--- config.mk ---
export PLATFORM = sky130hd
export DESIGN_NAME = muldiv_seq_flat
export DESIGN_NICKNAME = d
export VERILOG_FILES = /design/src/rtl/muldiv_seq_pkg.sv /design/src/rtl/muldiv_seq_if.sv /design/src/rtl/muldiv_seq.sv /design/src/flat_wrapper.sv
export SDC_FILE = /design/constraint.sdc
export NUM_CORES = 1
export LEC_CHECK = 0
export BUFFER_PORTS_ARGS = -buffer_cell sky130_fd_sc_hd__clkbuf_2
export CORE_MARGIN = 2
export CORE_UTILIZATION = 45
export DETAILED_ROUTE_END_ITERATION = 16
export PLACE_DENSITY_LB_ADDON = 0.08
export SKIP_LAST_GASP = 1
export SLEW_MARGIN = 5
export SYNTH_ARGS = -nofsm -noshare
export SYNTH_HDL_FRONTEND = slang
export SYNTH_SLANG_ARGS = --single-unit
--- constraint.sdc ---
create_clock -name clk -period 12.9 [get_ports clk]
set_clock_uncertainty 0.05 [all_clocks]
set_input_delay 0.645 -clock clk [delete_from_list [all_inputs] [get_ports clk]]
set_output_delay 0.645 -clock clk [all_outputs]
set_load 0.01 [all_outputs]
--- src/rtl/muldiv_seq_pkg.sv ---
// Shared definitions for the sequential multiply/divide unit.
//   OP_MULTU / OP_DIVU : encodings of the op select input
//   state_t            : controller states (IDLE, RUN, DONE)
package muldiv_seq_pkg;

    localparam logic OP_MULTU = 1'b0;
    localparam logic OP_DIVU  = 1'b1;

    typedef enum logic [1:0] {
        IDLE = 2'd0,
        RUN  = 2'd1,
        DONE = 2'd2
    } state_t;

endpackage

--- src/rtl/muldiv_seq_if.sv ---
// Request/response bundle of the sequential multiply/divide unit.
//   master : drives start, op, a, b; observes busy, done, hi, lo, div_by_zero
//   slave  : the unit itself
interface muldiv_seq_if #(
    parameter int unsigned WIDE = 32
);

    logic            start;
    logic            op;
    logic [WIDE-1:0] a;
    logic [WIDE-1:0] b;
    logic            busy;
    logic            done;
    logic [WIDE-1:0] hi;
    logic [WIDE-1:0] lo;
    logic            div_by_zero;

    modport master (
        output start, op, a, b,
        input  busy, done, hi, lo, div_by_zero
    );

    modport slave (
        input  start, op, a, b,
        output busy, done, hi, lo, div_by_zero
    );

endinterface

--- src/rtl/muldiv_seq.sv ---
// Sequential unsigned multiply (shift-add) and divide (restoring), one bit
// per clock. An operation takes WIDE cycles in RUN followed by one DONE cycle
// in which done pulses; hi/lo/div_by_zero are registered on entry to DONE and
// held until the next completion.
//   clk : rising-edge clock
//   rst : asynchronous, active-high reset
//   bus : slave side of muldiv_seq_if (start/op/a/b in; busy/done/hi/lo/div_by_zero out)
module muldiv_seq
    import muldiv_seq_pkg::*;
#(
    parameter int unsigned WIDE = 32
) (
    input logic         clk,
    input logic         rst,
    muldiv_seq_if.slave bus
);

    localparam int unsigned CW = (WIDE > 1) ? $clog2(WIDE) : 1;

    state_t          state_q, state_d;
    logic [CW-1:0]   cnt_q;
    logic            op_q;
    logic [WIDE:0]   acc_q;    // product upper half (MULTU) or partial remainder (DIVU)
    logic [WIDE-1:0] q_q;      // multiplier/product-low (MULTU) or dividend/quotient (DIVU)
    logic [WIDE-1:0] opnd_q;   // multiplicand (MULTU) or divisor (DIVU)
    logic            dz_pend_q;
    logic [WIDE-1:0] hi_q, lo_q;
    logic            dz_q;

    logic            accept, last;
    logic [WIDE:0]   add_x, add_y, add_out, mul_s, acc_n;
    logic [WIDE-1:0] q_n;

    // Controller: next state and status outputs
    always_comb begin
        state_d = state_q;
        accept  = 1'b0;
        last    = 1'b0;
        unique case (state_q)
            IDLE: begin
                if (bus.start) begin
                    state_d = RUN;
                    accept  = 1'b1;
                end
            end
            RUN: begin
                if (cnt_q == '0) begin
                    state_d = DONE;
                    last    = 1'b1;
                end
            end
            DONE:    state_d = IDLE;
            default: state_d = IDLE;
        endcase
        bus.busy = (state_q != IDLE);
        bus.done = (state_q == DONE);
    end

    always_ff @(posedge clk or posedge rst) begin
        if (rst) begin
            state_q <= IDLE;
        end else begin
            state_q <= state_d;
        end
    end

    // Datapath: one shared WIDE+1-bit adder/subtractor
    always_comb begin
        add_x   = (op_q == OP_DIVU) ? {acc_q[WIDE-1:0], q_q[WIDE-1]} : acc_q;
        add_y   = {1'b0, opnd_q};
        add_out = (op_q == OP_DIVU) ? (add_x - add_y) : (add_x + add_y);
        mul_s   = q_q[0] ? add_out : acc_q;
        if (op_q == OP_DIVU) begin
            // Shifted remainder is below 2*divisor, so the top bit of the
            // difference is exactly the borrow: set means restore.
            // A zero divisor never borrows, which naturally yields
            // quotient = all ones and remainder = dividend.
            acc_n = add_out[WIDE] ? add_x : add_out;
            q_n   = {q_q[WIDE-2:0], ~add_out[WIDE]};
        end else begin
            acc_n = {1'b0, mul_s[WIDE:1]};
            q_n   = {mul_s[0], q_q[WIDE-1:1]};
        end
    end

    always_ff @(posedge clk or posedge rst) begin
        if (rst) begin
            cnt_q     <= '0;
            op_q      <= OP_MULTU;
            acc_q     <= '0;
            q_q       <= '0;
            opnd_q    <= '0;
            dz_pend_q <= 1'b0;
            hi_q      <= '0;
            lo_q      <= '0;
            dz_q      <= 1'b0;
        end else if (accept) begin
            cnt_q     <= CW'(WIDE - 1);
            op_q      <= bus.op;
            acc_q     <= '0;
            dz_pend_q <= (bus.op == OP_DIVU) && (bus.b == '0);
            if (bus.op == OP_DIVU) begin
                q_q    <= bus.a;
                opnd_q <= bus.b;
            end else begin
                q_q    <= bus.b;
                opnd_q <= bus.a;
            end
        end else if (state_q == RUN) begin
            cnt_q <= cnt_q - CW'(1);
            acc_q <= acc_n;
            q_q   <= q_n;
            if (last) begin
                hi_q <= acc_n[WIDE-1:0];
                lo_q <= q_n;
                dz_q <= dz_pend_q;
            end
        end
    end

    assign bus.hi          = hi_q;
    assign bus.lo          = lo_q;
    assign bus.div_by_zero = dz_q;

endmodule

--- src/flat_wrapper.sv ---
// flat-port wrapper written by rule: the top's interface ports become plain ports
module muldiv_seq_flat import muldiv_seq_pkg::*;
#(
    parameter int unsigned WIDE = 32
)
  (clk, rst, bus_start, bus_op, bus_a, bus_b, bus_busy, bus_done, bus_hi, bus_lo, bus_div_by_zero);
  muldiv_seq_if #(.WIDE(WIDE)) bus_i ();
  input logic clk;
  input logic rst;
  input wire logic [$bits(bus_i.start)-1:0] bus_start;
  input wire logic [$bits(bus_i.op)-1:0] bus_op;
  input wire logic [$bits(bus_i.a)-1:0] bus_a;
  input wire logic [$bits(bus_i.b)-1:0] bus_b;
  output wire logic [$bits(bus_i.busy)-1:0] bus_busy;
  output wire logic [$bits(bus_i.done)-1:0] bus_done;
  output wire logic [$bits(bus_i.hi)-1:0] bus_hi;
  output wire logic [$bits(bus_i.lo)-1:0] bus_lo;
  output wire logic [$bits(bus_i.div_by_zero)-1:0] bus_div_by_zero;
  assign bus_i.start = bus_start;
  assign bus_i.op = bus_op;
  assign bus_i.a = bus_a;
  assign bus_i.b = bus_b;
  assign bus_busy = bus_i.busy;
  assign bus_done = bus_i.done;
  assign bus_hi = bus_i.hi;
  assign bus_lo = bus_i.lo;
  assign bus_div_by_zero = bus_i.div_by_zero;
  muldiv_seq #(.WIDE(WIDE)) u_core (.clk(clk), .rst(rst), .bus(bus_i));
endmodule
# After elaboration in Yosys (flattened, before gate mapping)
# Cells that the tools add are included.
# totals
regBits,171
in_bits,68
output_inout_bits,67
wordCells,48
# classes
add_sub_neg,3
eq_ne,4
mux,21
n_bitwise,2
reduce_logical,8
# op_table
cell,n
2-to-1 mux 33 bit,7
2-to-1 mux 32 bit,5
adder 33 x 32 -> 33 bit,1
subtractor 33 x 32 -> 33 bit,1
zero test 32 bit,1
2-to-1 mux 5 bit,2
zero test 5 bit,1
"subtractor 5 x 1 -> 5 bit, second input constant",1
2-to-1 mux 1 bit,4
2-to-1 mux 2 bit,2
one-hot mux 2 bit (2 select lines),1
nonzero test 2 bit,2
AND reduction 3 bit,1
"== test 2 x 1 -> 1 bit, second input constant",1
"== test 2 bit, second input constant",1
zero test 2 bit,1
"!= test 2 x 1 -> 1 bit, second input constant",1
"!= test 2 bit, second input constant",1
inverter 1 bit,2
AND reduction 2 bit,1
logical AND 1 bit,1

# Longest topological paths before layout
# Gate-level depths: netlist of run 1.
# logic_depth
ltp_word,7
depth_mapped,20
ltp_nobuf,18

# Worst setup path after synthesis of run 1
# OpenSTA, ideal clock, no wires.
# synth_path
kind,register to register
from,reg u_core.op_q
to,reg u_core.hi_q[1] (netlist: u_core.bus.hi[1])
setup_time_ns,0.135
arrival_time_ns,4.126
required_time_ns,12.715
path_slack_ns,8.589
stages_incl_launch_ff,16
path_buffers,4
period_less_slack_ns,4.311
path_cell_list,dfrtp_1 -> clkbuf_1 -> clkbuf_1 -> clkbuf_1 -> mux2_2 -> fa_1 -> a21o_1 -> a221oi_1 -> o211a_1 -> o21ai_1 -> o21ai_2 -> xor2_2 -> buf_6 -> mux2_2 -> a21oi_1 -> o21ai_0
# synth_between
elab_chain_len,5
elab_cells_between_ends,7
classes_between,add/sub (2); mux (5)
# synth_lines
item,line_no,source
"start, declared",muldiv_seq.sv:22,logic op_q;
"start signal, assigned",muldiv_seq.sv:99,op_q <= bus.op;
2-to-1 mux 33 bit,muldiv_seq.sv:69,"add_x = (op_q == OP_DIVU) ? {acc_q[WIDE-1:0], q_q[WIDE-1]} : acc_q;"
adder 33 x 32 -> 33 bit or subtractor 33 x 32 -> 33 bit (tied branches),muldiv_seq.sv:71,add_out = (op_q == OP_DIVU) ? (add_x - add_y) : (add_x + add_y);
2-to-1 mux 33 bit,muldiv_seq.sv:71,
2-to-1 mux 33 bit (on tied branches),"muldiv_seq.sv:72, muldiv_seq.sv:78",
2-to-1 mux 33 bit (*),muldiv_seq.sv:73,if (op_q == OP_DIVU) begin
"end signal, assigned",muldiv_seq.sv:114,hi_q <= acc_n[WIDE-1:0];
"end, declared",muldiv_seq.sv:27,"logic [WIDE-1:0] hi_q, lo_q;"
# Every way passes the cells marked *; elsewhere a longest branch is shown, timed or not.
# A chain may end at the register's enable or synchronous reset.

# Final worst setup path of run 1
# layout_path
from,reg u_core.op_q
to,reg u_core.hi_q[16] (netlist: u_core.bus.hi[16])
# Same word-level chain as after synthesis.

==> flow_summary.ini, run 1 <==
[run_status]
status = finished clean

[sta]
finalSetupViolCount = 0
slew_headroom = 0.303
timing.final.crit_share = 0.472
max_freq_ghz = 0.164
period_needed_ps = 6080
rsz0062_at_grt = false
hold_violations = 0
holdWs_ps = 144
worstMarginPinSlew_ps = 1050
report.final.slew_viol_count = 0
fin_tns_setup_ps = 0

[floorplanning]
rows = 58
dieHeight_um = 164
ios = 135
start_util = 0.457
die_w_um = 164
core_area_sq_um = 25100
dieArea_sq_um = 26800

[yosys]
ys_seq_area_frac = 0.373
ys_top_cells_by_count = dfrtp_1, nand2_1, mux2i_1
syn_area_sq_um = 11500
synth.distinct_cells = 67
synth_edf_count = 0
synth_fa_ha_area_frac = 0.0399
synth_cells = 1296
ys_ff_latch = 171
post-synth-top-count-cell = dfrtp_1
synth_flop_cell = dfrtp_1
synth_area_per_cell_sq_um = 8.86
netlist_top_cells_area = dfrtp_1, mux2i_1, nand2_1
yosys.area.top_type = dfrtp_1
synth_compound_area_frac = 0.192
synth_top_family_by_area = compound AO/OA/AOI/OAI gates
ys_warn_count = 0
synth-simple-area-share = 0.161
synthXorXnorAreaFrac = 0.0493
synthMuxAreaShare = 0.146
yosysTopAreaCellShare = 0.373
synthArstFlopShare = 1.00
synth_fp_nets = 1400

[cts]
post_cts_buffers = 0
cts_hold_buffers = 0
cts_tree = yes
clock-root-buffer = clkbuf_16
path_clk_slew_ps = 80
cts_inserted_buffers = 17
clock_sinks = 171
cts_max_path_buffers = 2
h-tree-depth = 4
clk_latency_ps = 440
cts_resized = 0

[finish]
diodes = 0
drive_above_1_share = 0.177
nets = 1470
area_delta_synth_final_pct = 12.4

[setup_path]
cp-start-kind = register
cp_slowest_stage_delay_ps = 1030
crit_type = register to register
cp_max_fo = 81
worst_ep_required_time_ps = 13170
critical_path.cell_chain = buf_4, mux2_2, ha_1, a21oi_1, o21ai_0, a21oi_1, o31ai_1, o21ai_2, xor2_2, buf_4, mux2i_1, a22oi_1, mux2_2
regToRegSetupSlack_ps = 6820
cp.arrival_ps = 6350
worst_path_max_delay_cell = dfrtp_4
end_kind = register

[detailed_routing]
remaining_drc_errors = 0
via_per_inst = 5.83
wire_per_inst_um = 20.2
firstDrtPassIters = 5
vias = 9972
detail-route-antenna-nets = 0
drt_iter0_drc = 526
drt-total-wl_um = 34600

[global_routing]
grt_pass1_wl_um = 54400
grt-ovfl-total = 0
antenna_found_initial = 0
grt_max_degree = 93
grt_pass1_vias = 9659
grt.total_usage = 0.263

[placed_design]
port_buffers = 134
dpl.hpwl_um = 24700
gp_congestion = 0.934

[worst_hold_path]
hold_path_class = input port to async pin

[flow_run]
drv_cap = 0
[final timing paths]
check,start,endpoint,cells past startpoint
worst max-delay path,u_core.op_q,u_core.bus.hi[16],13
worst min-delay path,rst,u_core.cnt_q[0],2
worst max register to register,u_core.op_q,u_core.bus.hi[16],13
worst min register to register,u_core.bus.hi[22],u_core.bus.hi[22],2
max in group asynchronous,rst,u_core.bus.hi[22],3
min in group clk,u_core.bus.hi[22],u_core.bus.hi[22],2
[layout make-up]
cell class              count  area, sq um
fillers                  2488        12200
inverters                  19         76.3
repair buffers            146          763
clock inverters            14          170
multi-input cells        1011         6770
well taps                 330          413
clock buffers              18          429
flip-flops and latches    171         4280
[worst max-delay path, delay by kind of cell (launching register included)]
family / cells / cell delay (ps)
AO/OA/AOI/OAI: 6 / 1370
adder cells (fa/ha/maj): 1 / 430
buffers and inverters: 2 / 1240
flip-flops: 1 / 1030
multiplexers: 3 / 980
XOR/XNOR: 1 / 670
[state kept, by name (all words and copies together) (netlist names)]
| signal | flops |
|---|---|
| u_core.cnt_q | 5 |
| u_core.acc_q | 33 |
| u_core.op_q | 1 |
| u_core.bus.hi | 32 |
| u_core.q_q | 32 |
| u_core.bus.div_by_zero | 1 |
| u_core.bus.lo | 32 |
| u_core.state_q | 2 |
| u_core.opnd_q | 32 |
| u_core.dz_pend_q | 1 |
[layer usage]
metal,routed length [um],GRT usage,vias to the layer above
li1,-,-,4866
met1,16500,0.372,4795
met2,15500,0.409,261
met3,1590,0.0394,50
met4,1010,0.0941,0
met5,0,0,-
[cells in the final DEF (no fill, tap or decap), types with 6 or more instances in the layout]
cell	instances
a211oi_1	19
a21o_1	9
a21oi_1	95
a221oi_1	21
a31oi_1	14
and3_1	10
buf_4	13
clkbuf_16	17
clkbuf_2	133
dfrtp_1	169
ha_1	35
inv_1	17
mux2_2	48
mux2i_1	114
nand2_1	156
nand2b_1	6
nand3_1	35
nand4_1	16
nor2_1	102
nor2b_1	14
nor3_1	19
nor4_1	16
o21a_1	6
o21ai_0	100
o21ai_1	11
o221ai_1	13
o2bb2ai_1	9
o31ai_1	10
xnor2_1	47
xor2_1	14
[kinds of logic after synthesis]
kind of cell | after synthesis
and+or+nand+nor | 401
AOI/OAI and AO/OA | 349
DFF | 171
muxes | 162
buffers and inverters | 114
xor gates and xnor gates | 63
adders and majority gates | 36
[per-stage QoR]
stage / utilization / setup slack, ps / area [sq um] / cells
after CTS: 0.514 / 6950 / 12900 / 1709
after floorplan: - / 7570 / 11500 / 1296
final: 0.514 / 6820 / 12900 / 1709
after global routing: 0.514 / 6460 / 12900 / 1709
after detailed placement: 0.490 / 7000 / 12300 / 1677
after global placement: 0.490 / 7090 / 12300 / 1677
Power of run 1 is left out: the tool's default activity adds up to more than one toggle a clock period on the data nets, which glitch-free logic cannot reach.
==> run 2, diff against run 1 <==
- clock period: 12.9 -> 6.1 ns (I/O delays scaled with it)
==> run 2 against run 1 <==
Effect of this change:
- sequential share of layout area down 0.12 points
- register-to-register slack worse by 5800 ps
- critical endpoint is now u_core.acc_q[11]
- hold slack worse by 8.3 ps
- non-clock buffer count up 6
- highest routed layer unchanged
- final cell count up 0.35%
- critical path depth up 6
- die area unchanged
- global-route usage about the same
==> flow_summary.ini, run 2 (synthesized netlist as in run 1, its figures left out) <==
[placed_design]
port_buffers = 134
place_area_sq_um = 12300
gp_congestion = 0.930
dpl.hpwl_um = 24900

[floorplanning]
rows = 58
dieHeight_um = 164
die_w_um = 164
ios = 135
dieArea_sq_um = 26800
core_area_sq_um = 25100
start_util = 0.457

[global_routing]
antenna_found_initial = 0
grt_pass1_wl_um = 54300
grt_pass1_vias = 9594
grt_max_degree = 76
grt-ovfl-total = 0
grt.total_usage = 0.263

[run_status]
status = finished clean

[finish]
design_area_sq_um = 13000
final_core_util = 0.516
multi_input_area_sq_um = 6770
largest_reg_flops = 33
regArea_sq_um = 4280
top_register = u_core.acc_q
final_common_cell = dfrtp_1
final_cell_mix = dfrtp_1, nand2_1, clkbuf_2
area_delta_synth_final_pct = 12.8
fillers = 2466
drive_above_1_share = 0.180
diodes = 0
nets = 1476

[worst_hold_path]
hold_path_class = input port to register
hold_path.startpoint = bus_a[2]
min_path_cells = 3
hold_path_end = u_core.opnd_q[2]

[cts]
path_clk_slew_ps = 70
cts_max_path_buffers = 2
clock-root-buffer = clkbuf_16
h-tree-depth = 4
post_cts_buffers = 0
cts_inserted_buffers = 17
clk_latency_ps = 450
cts_tree = yes
cts_resized = 0
clock_sinks = 171
cts_hold_buffers = 1

[detailed_routing]
drt_iter0_drc = 801
via_per_inst = 5.86
drt-total-wl_um = 34500
wire_per_inst_um = 20.1
vias = 10043
remaining_drc_errors = 0
detail-route-antenna-nets = 0
firstDrtPassIters = 5

[sta]
report.final.slew_viol_count = 0
timing.final.crit_share = 0.826
worstMarginPinSlew_ps = 1040
fin_tns_setup_ps = 0
max_freq_ghz = 0.198
finalSetupViolCount = 0
hold_violations = 0
rsz0062_at_grt = false
period_needed_ps = 5040
slew_headroom = 0.309

[setup_path]
cp_num_cells = 19
r2r_cells = 19
end_kind = register
cp.arrival_ps = 5270
rr_endpoint = u_core.acc_q[11]
cp_slowest_stage_delay_ps = 430
critical_path.cell_chain = nor3_1, nand2b_1, nor4_1, nor2b_1, nand2_1, o21ai_1, o21ai_0, xnor2_1, ha_1, a21oi_1, o21a_1, o221a_2, o21ai_1, o21ai_2, xor2_2, buf_4, mux2_2, a21oi_1, o21ai_0
rr_startpoint = u_core.opnd_q[6]
regToRegSetupSlack_ps = 1060
path_buf_inv = 1
worst_ep_required_time_ps = 6330
cp_max_fo = 20
crit_type = register to register
worst_path_max_delay_cell = dfrtp_1
critPathTopFamily = compound AO/OA/AOI/OAI gates
cp-start-kind = register

[flow_run]
drv_cap = 0
==> run 2: layout make-up <==
cell class,instances,share of cell area
clock buffer,18,0.0331
clock inverter,14,0.0131
inverter,19,0.00589
multi-input combinational,1011,0.523
sequential,171,0.331
tap,330,0.0319
timing repair buffer,152,0.0626
==> run 2: through the flow <==
stage | instances | setup WS (ps) | hold slack (ps)
final | 1715 | 1060 | 136
after floorplan | 1296 | 1110 | 389
after detailed placement | 1682 | 1120 | 348
after global routing | 1715 | 541 | 142
after CTS | 1715 | 1110 | 124
after global placement | 1682 | 1210 | 346
==> run 2: worst reg2reg max path: stages, from the launching register on <==
cell,delay (ps)
dfrtp_1,430
nor3_1,250
nand2b_1,100
nor4_1,240
nor2b_1,200
nand2_1,100
o21ai_1,370
o21ai_0,190
xnor2_1,260
ha_1,360
a21oi_1,260
o21a_1,260
o221a_2,260
o21ai_1,90
o21ai_2,280
xor2_2,180
buf_4,340
mux2_2,380
a21oi_1,170
o21ai_0,90
==> run 2: worst max-delay path by stage <==
stage | from | endpoint
final | u_core.opnd_q[6] | u_core.acc_q[11]
after global routing | u_core.opnd_q[6] | u_core.bus.hi[22]
after CTS | u_core.opnd_q[6] | u_core.bus.hi[22]
after detailed placement | u_core.opnd_q[6] | u_core.acc_q[22]
after global placement | u_core.opnd_q[6] | u_core.acc_q[22]
after floorplan | rst | u_core.acc_q[0]
==> run 2: routing by layer <==
| layer | global-route usage | share of wire | vias to the layer above |
|---|---|---|---|
| met5 | 0 | 0 | - |
| met4 | 0.0865 | 0.026 | 0 |
| met3 | 0.0374 | 0.046 | 43 |
| met2 | 0.417 | 0.46 | 276 |
| met1 | 0.370 | 0.47 | 4831 |
| li1 | - | - | 4893 |
Power of run 2 is left out for the same reason.
